[src/rtl/wbc_irq_latch_if.sv]
// Wishbone register-slave bus bundle for wbc_irq_latch.
// The master drives the address, data, cycle, strobe and write enable signals.
// The slave returns read data and a one-cycle acknowledge.
interface wbc_irq_latch_if;
    logic [1:0]  wb_adr_i;
    logic [15:0] wb_dat_i;
    logic [15:0] wb_dat_o;
    logic        wb_cyc_i;
    logic        wb_stb_i;
    logic        wb_we_i;
    logic        wb_ack_o;

    modport master (
        output wb_adr_i,
        output wb_dat_i,
        output wb_cyc_i,
        output wb_stb_i,
        output wb_we_i,
        input  wb_dat_o,
        input  wb_ack_o
    );

    modport slave (
        input  wb_adr_i,
        input  wb_dat_i,
        input  wb_cyc_i,
        input  wb_stb_i,
        input  wb_we_i,
        output wb_dat_o,
        output wb_ack_o
    );
endinterface

[src/rtl/wbc_irq_latch.sv]
// wbc_irq_latch: interrupt request front end for N peripheral sources.
// Each source is either rising-edge latched or passed through as a level.
// It is then gated by a software enable mask and registered onto ireq.
// Mask, pending and raw state are reachable through a 4-word Wishbone slave:
//   0 ENA (RW), 1 PEND (R, write-1-clear on edge bits), 2 RAW (R), 3 reserved.
// Optional build macro WBC_IRQ_SYNC_EN adds a two-flop synchroniser on src.
//
// Bus handshake: a transfer is offered while wb_cyc_i & wb_stb_i are high.
// The slave accepts it on the edge where wb_ack_o is low, and raises wb_ack_o
// for exactly one cycle on that same edge. The register write and the wb_dat_o
// load also happen on that edge. A strobe held high is therefore
// acknowledged on alternate cycles.
module wbc_irq_latch #(
    parameter int           N    = 1,
    parameter logic [N-1:0] EDGE = {N{1'b1}}
) (
    input  logic                 wb_clk_i,
    input  logic                 wb_rst_i,
    wbc_irq_latch_if.slave       bus,
    input  logic [N-1:0]         src,
    output logic [N-1:0]         ireq,
    input  logic [N-1:0]         iack
);

    // Source value seen by the edge/level logic (optionally synchronised).
    logic [N-1:0] s;

`ifdef WBC_IRQ_SYNC_EN
    logic [N-1:0] sync_1;
    logic [N-1:0] sync_2;

    // Two-flop synchroniser for asynchronous peripheral lines.
    always_ff @(posedge wb_clk_i) begin
        if (wb_rst_i) begin
            sync_1 <= '0;
            sync_2 <= '0;
        end else begin
            sync_1 <= src;
            sync_2 <= sync_1;
        end
    end

    assign s = sync_2;
`else
    assign s = src;
`endif

    logic [N-1:0] prev;
    logic [N-1:0] pend;
    logic [N-1:0] ena;
    logic [N-1:0] pend_next;

    logic         bus_hit;
    logic         reg_wr;
    logic         pend_w1c;
    logic [15:0]  rd_data;

    // Upper data bits beyond N carry no register state.
    logic         unused_dat;
    assign unused_dat = ^bus.wb_dat_i;

    assign bus_hit  = bus.wb_cyc_i & bus.wb_stb_i & ~bus.wb_ack_o;
    assign reg_wr   = bus_hit & bus.wb_we_i;
    assign pend_w1c = reg_wr & (bus.wb_adr_i == 2'd1);

    // Read mux; bits at and above N read as zero.
    always_comb begin
        rd_data = 16'h0000;
        case (bus.wb_adr_i)
            2'd0:    rd_data = 16'(ena);
            2'd1:    rd_data = 16'(pend);
            2'd2:    rd_data = 16'(s);
            default: rd_data = 16'h0000;
        endcase
    end

    // Next pending state: edge bits set on rise (set wins over clears), level bits follow s.
    always_comb begin
        pend_next = pend;
        for (int i = 0; i < N; i++) begin
            if (EDGE[i]) begin
                if (s[i] & ~prev[i]) begin
                    pend_next[i] = 1'b1;
                end else if (iack[i] | (pend_w1c & bus.wb_dat_i[i])) begin
                    pend_next[i] = 1'b0;
                end
            end else begin
                pend_next[i] = s[i];
            end
        end
    end

    // Bus acknowledge and read-data register.
    always_ff @(posedge wb_clk_i) begin
        if (wb_rst_i) begin
            bus.wb_ack_o <= 1'b0;
            bus.wb_dat_o <= 16'h0000;
        end else begin
            bus.wb_ack_o <= bus_hit;
            if (bus_hit) begin
                bus.wb_dat_o <= rd_data;
            end
        end
    end

    // Interrupt state: edge history, pending, enable mask and registered requests.
    // prev resets to all ones so lines already high at reset do not look like edges.
    always_ff @(posedge wb_clk_i) begin
        if (wb_rst_i) begin
            prev <= '1;
            pend <= '0;
            ena  <= '0;
            ireq <= '0;
        end else begin
            prev <= s;
            pend <= pend_next;
            ireq <= pend & ena;
            if (reg_wr && (bus.wb_adr_i == 2'd0)) begin
                ena <= bus.wb_dat_i[N-1:0];
            end
        end
    end

endmodule

[src/flat_wrapper.sv]
// flat-port wrapper written by rule: the top's interface ports become plain ports
module wbc_irq_latch_flat 
#(
    parameter int           N    = 1,
    parameter logic [N-1:0] EDGE = {N{1'b1}}
)
  (wb_clk_i, wb_rst_i, src, ireq, iack, bus_wb_adr_i, bus_wb_dat_i, bus_wb_cyc_i, bus_wb_stb_i, bus_wb_we_i, bus_wb_dat_o, bus_wb_ack_o);
  wbc_irq_latch_if bus_i ();
  input  logic wb_clk_i;
  input  logic wb_rst_i;
  input  logic [N-1:0] src;
  output logic [N-1:0] ireq;
  input  logic [N-1:0] iack;
  input wire logic [$bits(bus_i.wb_adr_i)-1:0] bus_wb_adr_i;
  input wire logic [$bits(bus_i.wb_dat_i)-1:0] bus_wb_dat_i;
  input wire logic [$bits(bus_i.wb_cyc_i)-1:0] bus_wb_cyc_i;
  input wire logic [$bits(bus_i.wb_stb_i)-1:0] bus_wb_stb_i;
  input wire logic [$bits(bus_i.wb_we_i)-1:0] bus_wb_we_i;
  output wire logic [$bits(bus_i.wb_dat_o)-1:0] bus_wb_dat_o;
  output wire logic [$bits(bus_i.wb_ack_o)-1:0] bus_wb_ack_o;
  assign bus_i.wb_adr_i = bus_wb_adr_i;
  assign bus_i.wb_dat_i = bus_wb_dat_i;
  assign bus_i.wb_cyc_i = bus_wb_cyc_i;
  assign bus_i.wb_stb_i = bus_wb_stb_i;
  assign bus_i.wb_we_i = bus_wb_we_i;
  assign bus_wb_dat_o = bus_i.wb_dat_o;
  assign bus_wb_ack_o = bus_i.wb_ack_o;
  wbc_irq_latch #(.N(N), .EDGE(EDGE)) u_core (.wb_clk_i(wb_clk_i), .wb_rst_i(wb_rst_i), .bus(bus_i), .src(src), .ireq(ireq), .iack(iack));
endmodule
[config.mk]
export PLATFORM = sky130hd
export DESIGN_NAME = wbc_irq_latch_flat
export DESIGN_NICKNAME = d
export VERILOG_FILES = /design/src/rtl/wbc_irq_latch_if.sv /design/src/rtl/wbc_irq_latch.sv /design/src/flat_wrapper.sv
export SDC_FILE = /design/constraint.sdc
export NUM_CORES = 1
export LEC_CHECK = 0
export BUFFER_PORTS_ARGS = -buffer_cell sky130_fd_sc_hd__buf_2
export CORE_MARGIN = 3
export CORE_UTILIZATION = 29
export DETAILED_ROUTE_END_ITERATION = 8
export HOLD_SLACK_MARGIN = 0.15
export PLACE_DENSITY = 0.69
export REMOVE_ABC_BUFFERS = 1
export SLEW_MARGIN = 10
export SYNTH_ARGS = -nofsm -noshare
export SYNTH_HDL_FRONTEND = slang
export SYNTH_SLANG_ARGS = --single-unit
[constraint.sdc]
create_clock -name wb_clk_i -period 1 [get_ports wb_clk_i]
set_clock_uncertainty 0.1 [all_clocks]
set_input_delay 0.2 -clock wb_clk_i [delete_from_list [all_inputs] [get_ports wb_clk_i]]
set_output_delay 0.2 -clock wb_clk_i [all_outputs]
set_load 0.01 [all_outputs]
Yosys cells after proc, flatten, opt, wreduce, memory -nomap -nowiden
Cells that the tools add are included.
{"block": "totals", "output_inout_bits": 18, "elab_cells": 24, "input_bits": 25, "ff_bits": 21}
{"block": "classes", "muxes": 3, "eq_ne": 2, "reduce_logical": 3, "n_bitwise": 10}
{"operator": "$and 1x1->1", "n": 7}
{"operator": "$pmux 1 s3", "n": 1}
{"operator": "$eq 2x1->1 const B", "n": 1}
{"operator": "$eq 2x2->1 const B", "n": 1}
{"operator": "$logic_not 2->1", "n": 1}
{"operator": "$mux 1", "n": 2}
{"operator": "$not 1->1", "n": 2}
{"operator": "$reduce_bool 2->1", "n": 1}
{"operator": "$logic_and 1x1->1", "n": 1}
{"operator": "$or 1x1->1", "n": 1}

Logic depth before layout (Yosys ltp)
Gate-level depths: netlist of the first run.
{"block": "logic_depth", "ltp_word": 8, "depth_mapped": 3, "mapped_depth_nobuf": 3}

Least setup slack after synthesis of the first run
No wires, ideal clock.
{"block": "synth_timing", "path_type": "register -> register", "start": "reg u_core.bus.wb_ack_o", "end": "reg u_core.ena", "setup_ns": 0.072, "t_arrival_ns": 0.961, "slack_ns": -0.132, "n_path_buf": 0, "t_required_ns": 0.828, "period_less_slack_ns": 1.132, "path_stages_with_launch": 4, "path_cell_list": "dfxtp_1 nand3b_4 nor4b_2 mux2i_1"}
{"block": "synth_between", "elab_chain_cells": 4}
{"element": "from (decl)", "line": "wbc_irq_latch_if.sv:30", "rtl": "output wb_ack_o"}
{"element": "from (signal assigned)", "line": "wbc_irq_latch.sv:99", "rtl": "bus.wb_ack_o <= bus_hit;"}
{"element": "$not 1->1", "line": "wbc_irq_latch.sv:62", "rtl": "assign bus_hit = bus.wb_cyc_i & bus.wb_stb_i & ~bus.wb_ack_o;"}
{"element": "$and 1x1->1", "line": "wbc_irq_latch.sv:62"}
{"element": "$and 1x1->1", "line": "wbc_irq_latch.sv:63", "rtl": "assign reg_wr = bus_hit & bus.wb_we_i;"}
{"element": "$logic_and 1x1->1", "line": "wbc_irq_latch.sv:118", "rtl": "if (reg_wr && (bus.wb_adr_i == 2'd0)) begin"}
{"element": "to (signal assigned)", "line": "wbc_irq_latch.sv:119", "rtl": "ena <= bus.wb_dat_i[N-1:0];"}
{"element": "to (decl)", "line": "wbc_irq_latch.sv:50", "rtl": "logic [N-1:0] ena;"}
No other way between the ends.
A chain may end at the register's enable or synchronous reset.

Worst setup path in the final report of the first run
Same ends and word-level chain as after synthesis.

==> impl_metrics.yaml, run 1 <==
sta:
  setup_viol: 3
  rsz0062_at_grt: "yes"
  min_period_over_period: 1.09
  fin_tns_setup_ns: -0.199
  max_freq_ghz: 0.917
  drv_slew: 0
  finalWorstSetupSlack_ns: -0.0900
  whs_ns: 0.115
  final_hold_viol_count: 0
  min_period_ns: 1.09
critical_path:
  cp-end-kind: "flip-flop"
  required_ns: 1.07
  cp_max_fo: 2
  arrival_ns: 1.16
  start_kind: "flip-flop"
  worstSetupPathType: "flip-flop to flip-flop"
synth:
  yosys_register_bits: 6
  async_flop_share: 0
  ys_warn_count: 0
  synth_edf_count: 0
  synth_cell_types: 18
  synth_top_area_share: 0.308
  avgSynthCellArea_um2: 9.29
  synth_ff_type: "dfxtp_1"
  synth_area_um2: 390
  synth_area_leaders: "dfxtp_1 (31%), buf_4 (29%), mux2i_1 (5.1%), nand3b_4 (5.1%), a221oi_2 (3.8%)"
  synthesis.instances: 42
  yosysTopAreaCell: "dfxtp_1"
  synth_common_cells: "buf_4 (15), dfxtp_1 (6)"
  seq_area_frac_synth: 0.308
  synth_most_common_cell: "buf_4"
routing:
  viasPerCell: 3.92
  vias: 282
  drtIter0Drc: 2
  routed_wl_um: 712
  drc_errors: 0
  drt_first_pass_iters: 4
  antenna_left: 0
  wire_per_inst_um: 9.89
finish:
  syn_to_final_growth_pct: 23.1
  instances_no_fill: 72
  num_antenna_cells: 0
  drive_above_1_share: 0.397
  fill_cells: 122
  fin_nets: 85
  stdcell_area_um2: 480
power_and_ir_drop:
  leakage_nw: 0.244
  p_sw_frac: 0.267
  power_frac_seq: 0.433
  clockPowerShare: 0.380
  powerDensity_nw_per_um2: 1220
  vdd_ir_drop_max_mv: 0.522
  finalPower_mw: 0.587
  switching_power_mw: 0.157
  p_int_mw: 0.430
  p_comb_frac: 0.188
flow_run:
  cap_viol_max_count: 0
grt:
  grt_pass1_wl_mm: 1.17
  antenna_found_initial: 0
  grt_max_degree: 8
  grt_pass1_vias: 290
  grt_overflow: 0
  grt.total_usage: 0.0917
place:
  routabilityCongestion: 0.666
  port_buffers: 12
  postPlaceCellArea_um2: 415
  place_inst: 68
  dpl.hpwl_um: 563
status:
  outcome: "finished, violations left"
  violations: "negative setup slack"
clock_tree:
  postCtsSetupBuffers: 0
  clk_latency_ns: 0.25
  clock-sinks: 6
  clockBufferDepth: 2
  clk_pin_slew_ns: 0.05
  cts_made_buffers: 3
  root_buffer: "clkbuf_4"
  tritoncts: "yes"
  postCtsHoldBufs: 1
  h-tree-depth: 1
die:
  start_util: 0.329
  core_um2: 1190
  die_area_um2: 1820
  die_w_um: 42.7
  die_h_um: 42.7
  io_pins: 43
  rows: 12
hold_path:
  min_path_type: "primary input to flip-flop"
-- metal layers --
metal	GRT usage	up-vias	wire [um]
met2	0.138	19	331
li1	-	140	-
met1	0.0911	123	278
met4	0.0559	0	0
met5	0	-	0
met3	0.0636	0	102
-- stage by stage --
step           utilization  worst slack (ns)
2_1_floorplan            -            -0.132
3_3_place_gp         0.350            -0.121
3_5_place_dp         0.350            -0.149
4_1_cts              0.398            -0.153
5_1_grt              0.405            -0.155
6_report             0.405           -0.0900
-- power by group through the flow --
| stage | combinational (mW) | clock (mW) | sequential, mW |
|---|---|---|---|
| detailed placement | 0.0926 | 0 | 0.256 |
| floorplan | 0.0503 | 0 | 0.258 |
| global route | 0.122 | 0.256 | 0.255 |
| CTS | 0.107 | 0.230 | 0.252 |
| global placement | 0.0903 | 0 | 0.256 |
| finish | 0.110 | 0.223 | 0.254 |
-- layout by cell type (no fill, tap or decap) --
master	Yosys	layout
or2_2	1	1
dlygate4sd3_1	0	1
o21ai_1	0	1
nor3b_1	1	1
mux2i_1	2	2
nand3b_4	1	1
nand2_1	2	2
inv_1	2	2
nand2b_1	2	2
dfxtp_1	6	4
dfxtp_2	0	2
nand4b_1	1	1
a221oi_2	1	1
or2_0	1	1
a31oi_4	0	1
clkbuf_4	0	3
buf_2	0	11
conb_1	1	15
buf_6	0	1
nor4b_4	0	1
buf_4	15	1
and3b_1	1	1
nor2_1	2	2
-- flip-flops by register name, indices dropped and copies added (netlist names) --
| name | flops |
|---|---|
| u_core.bus.wb_dat_o | 1 |
| u_core.ena | 1 |
| u_core.prev | 1 |
| u_core.pend | 1 |
| u_core.bus.wb_ack_o | 1 |
| u_core.ireq | 1 |
-- area by class of cell --
type	instances	area [um2]	share of cell area
Timing Repair Buffer	14	83.8	0.174
Multi-Input combinational cell	33	226	0.471
Inverter	2	7.51	0.0156
Clock buffer	3	22.5	0.0469
Sequential cell	6	123	0.255
Tap cell	14	17.5	0.0365
-- final timing paths --
check             slack (ns)  cells after the start              startpoint                endpoint
setup reg to reg       -0.09                      3     u_core.bus.wb_ack_o              u_core.ena
setup / recovery       -0.09                      3     u_core.bus.wb_ack_o              u_core.ena
hold reg to reg         0.37                      2  u_core.bus.wb_dat_o[0]  u_core.bus.wb_dat_o[0]
hold / removal          0.12                      3                     src             u_core.pend
-- worst max-delay path, stage by stage, from the launching register on --
cell      delay, ns
dfxtp_2        0.31
nand3b_4       0.16
nor4b_4        0.23
mux2i_1        0.21
-- cells by family (layout without fill, tap and decap cells) --
| family | after synthesis | count (layout) | share of synthesized area |
|---|---|---|---|
| AO/OA/AOI/OAI | 3 | 3 | 0.0673 |
| other | 1 | 15 | 0.00961 |
| AND/OR/NAND/NOR | 13 | 13 | 0.256 |
| multiplexers | 2 | 2 | 0.0513 |
| buffers and inverters | 17 | 19 | 0.308 |
| flip-flops | 6 | 6 | 0.308 |
-- repair_timing --
action                                  in CTS  in global routing
hold endpoints to repair                     4                  2
gates resized for setup                      4                  3
pin swaps                                    0                  1
endpoints found under the setup margin       4                  6
Note: power is estimated with default switching activity, not from simulation.
==> inputs of run 2 (changes only) <==
==> constraint.sdc (replaced) <==
create_clock -name wb_clk_i -period 1 [get_ports wb_clk_i]
set_clock_uncertainty 0.1 [all_clocks]
set_input_delay 0.15 -clock wb_clk_i [delete_from_list [all_inputs] [get_ports wb_clk_i]]
set_output_delay 0.15 -clock wb_clk_i [all_outputs]
set_load 0.01 [all_outputs]
==> run 2 against run 1 <==
Effect of this change: the flow still finishes with violations (negative setup slack); clock-buffer cell count unchanged; register-to-register slack is essentially flat; critical path depth stayed put; global-route usage grew 0.26 points; critical path type unchanged; largest cell class unchanged.
==> impl_metrics.yaml, run 2 (synthesized netlist as in run 1, its figures left out) <==
hold_path:
  min_path_cells: 4
  min_path_type: "primary input to flip-flop"
place:
  dpl.hpwl_um: 575
  place_inst: 68
  port_buffers: 12
  routabilityCongestion: 0.662
  post-place-ws_ns: -0.145
routing:
  drtIter0Drc: 6
  routed_wl_um: 749
  drt_first_pass_iters: 2
  vias: 296
  viasPerCell: 3.95
  antenna_left: 0
  drc_errors: 0
  wire_per_inst_um: 9.99
clock_tree:
  clockBufferDepth: 2
  clk_pin_slew_ns: 0.05
  cts_made_buffers: 3
  postCtsSetupBuffers: 0
  clk_latency_ns: 0.24
  clock-sinks: 6
  h-tree-depth: 1
  tritoncts: "yes"
  postCtsHoldBufs: 4
  root_buffer: "clkbuf_4"
critical_path:
  cp-startpoint: "u_core.bus.wb_ack_o"
  cp-end-kind: "flip-flop"
  worstSetupPathType: "flip-flop to flip-flop"
  worst_path_largest_cell_delay_ns: 0.30
  start_kind: "flip-flop"
  rr_endpoint: "u_core.ena"
  reg2reg_from: "u_core.bus.wb_ack_o"
  cp_cell_sequence: "nand3b_4 > nor4b_4 > mux2i_1"
  cp-endpoint: "u_core.ena"
  required_ns: 1.06
  crit_slowest_cell: "dfxtp_1"
  cp_max_fo: 2
  r2r_setup_slack_ns: -0.08
  r2r_cells: 3
  arrival_ns: 1.14
finish:
  fill_cells: 115
  syn_to_final_growth_pct: 31.7
  instances_no_fill: 75
  fin_nets: 88
  num_antenna_cells: 0
  most-common-layout-cells: "conb_1 (15), buf_2 (12), dfxtp_1 (6)"
  ff_latch_area_um2: 120
  fin_util: 0.434
  multi_input_area_um2: 231
  layout_commonest_cell: "conb_1"
  drive_above_1_share: 0.361
grt:
  grt_pass1_wl_mm: 1.19
  grt_max_degree: 5
  grt_overflow: 0
  grt.total_usage: 0.0943
  antenna_found_initial: 0
  grt_pass1_vias: 293
sta:
  fin_tns_setup_ns: -0.161
  min_period_over_period: 1.08
  finalWorstSetupSlack_ns: -0.0752
  drv_slew: 0
  rsz0062_at_grt: "yes"
  min_period_ns: 1.08
  final_hold_viol_count: 0
  setup_viol: 3
  max_freq_ghz: 0.930
die:
  die_h_um: 42.7
  rows: 12
  core_um2: 1190
  die_w_um: 42.7
  start_util: 0.329
  io_pins: 43
  die_area_um2: 1820
status:
  violations: "negative setup slack"
  outcome: "finished, violations left"
power_and_ir_drop:
  leakage_nw: 0.282
  powerDensity_nw_per_um2: 1150
  vdd_ir_drop_max_mv: 0.339
  finalPower_mw: 0.590
flow_run:
  cap_viol_max_count: 0
==> run 2: cell count changes in the layout (fill, tap and decap cells not counted), sizes merged <==
cell,before,now
dlymetal6s4s,0,3
==> run 2: area by class of cell <==
class | instances | share of cell area
repair buffers | 17 | 0.224
clock buffers | 3 | 0.0438
multi-input cells | 33 | 0.450
inverters | 2 | 0.0146
flip-flops and latches | 6 | 0.234
well taps | 14 | 0.0341
==> run 2: per-stage QoR <==
stage | instance area, um2 | hold WS [ns]
6_report | 514 | 0.0965
5_1_grt | 514 | 0.117
4_1_cts | 493 | 0.0923
3_5_place_dp | 415 | 0.284
3_3_place_gp | 415 | 0.279
2_1_floorplan | 330 | 0.116
==> run 2: worst min-delay path by stage <==
stage,startpoint,endpoint,slack (ns)
6_report,iack,u_core.pend,0.1
5_1_grt,iack,u_core.pend,0.12
4_1_cts,iack,u_core.pend,0.09
3_5_place_dp,src,u_core.prev,0.28
3_3_place_gp,src,u_core.prev,0.28
2_1_floorplan,wb_rst_i,u_core.bus.wb_dat_o[0],0.12
==> run 2: worst max-delay path: cells and delay by family, from the launching register on <==
| family | cells | cell delay (ns) |
|---|---|---|
| and+or+nand+nor | 2 | 0.38 |
| DFF | 1 | 0.30 |
| muxes | 1 | 0.22 |
==> run 2: metal layers <==
layer	part of all wire	GRT usage
met1	0.34	0.0937
met2	0.53	0.141
met3	0.13	0.0551
met4	0	0.0745
met5	0	0
==> run 2: what timing repair did <==
action | in CTS | in global routing
endpoints found under the setup margin | 3 | 5
pin swaps | 0 | 1
hold endpoints to repair | 5 | 1
resized for setup | 3 | 5
==> run 2: where the power goes <==
group | internal (mW) | switching, mW
clock | 0.135 | 0.0824
combinational | 0.0517 | 0.0683
sequential | 0.249 | 0.00330
total | 0.436 | 0.154
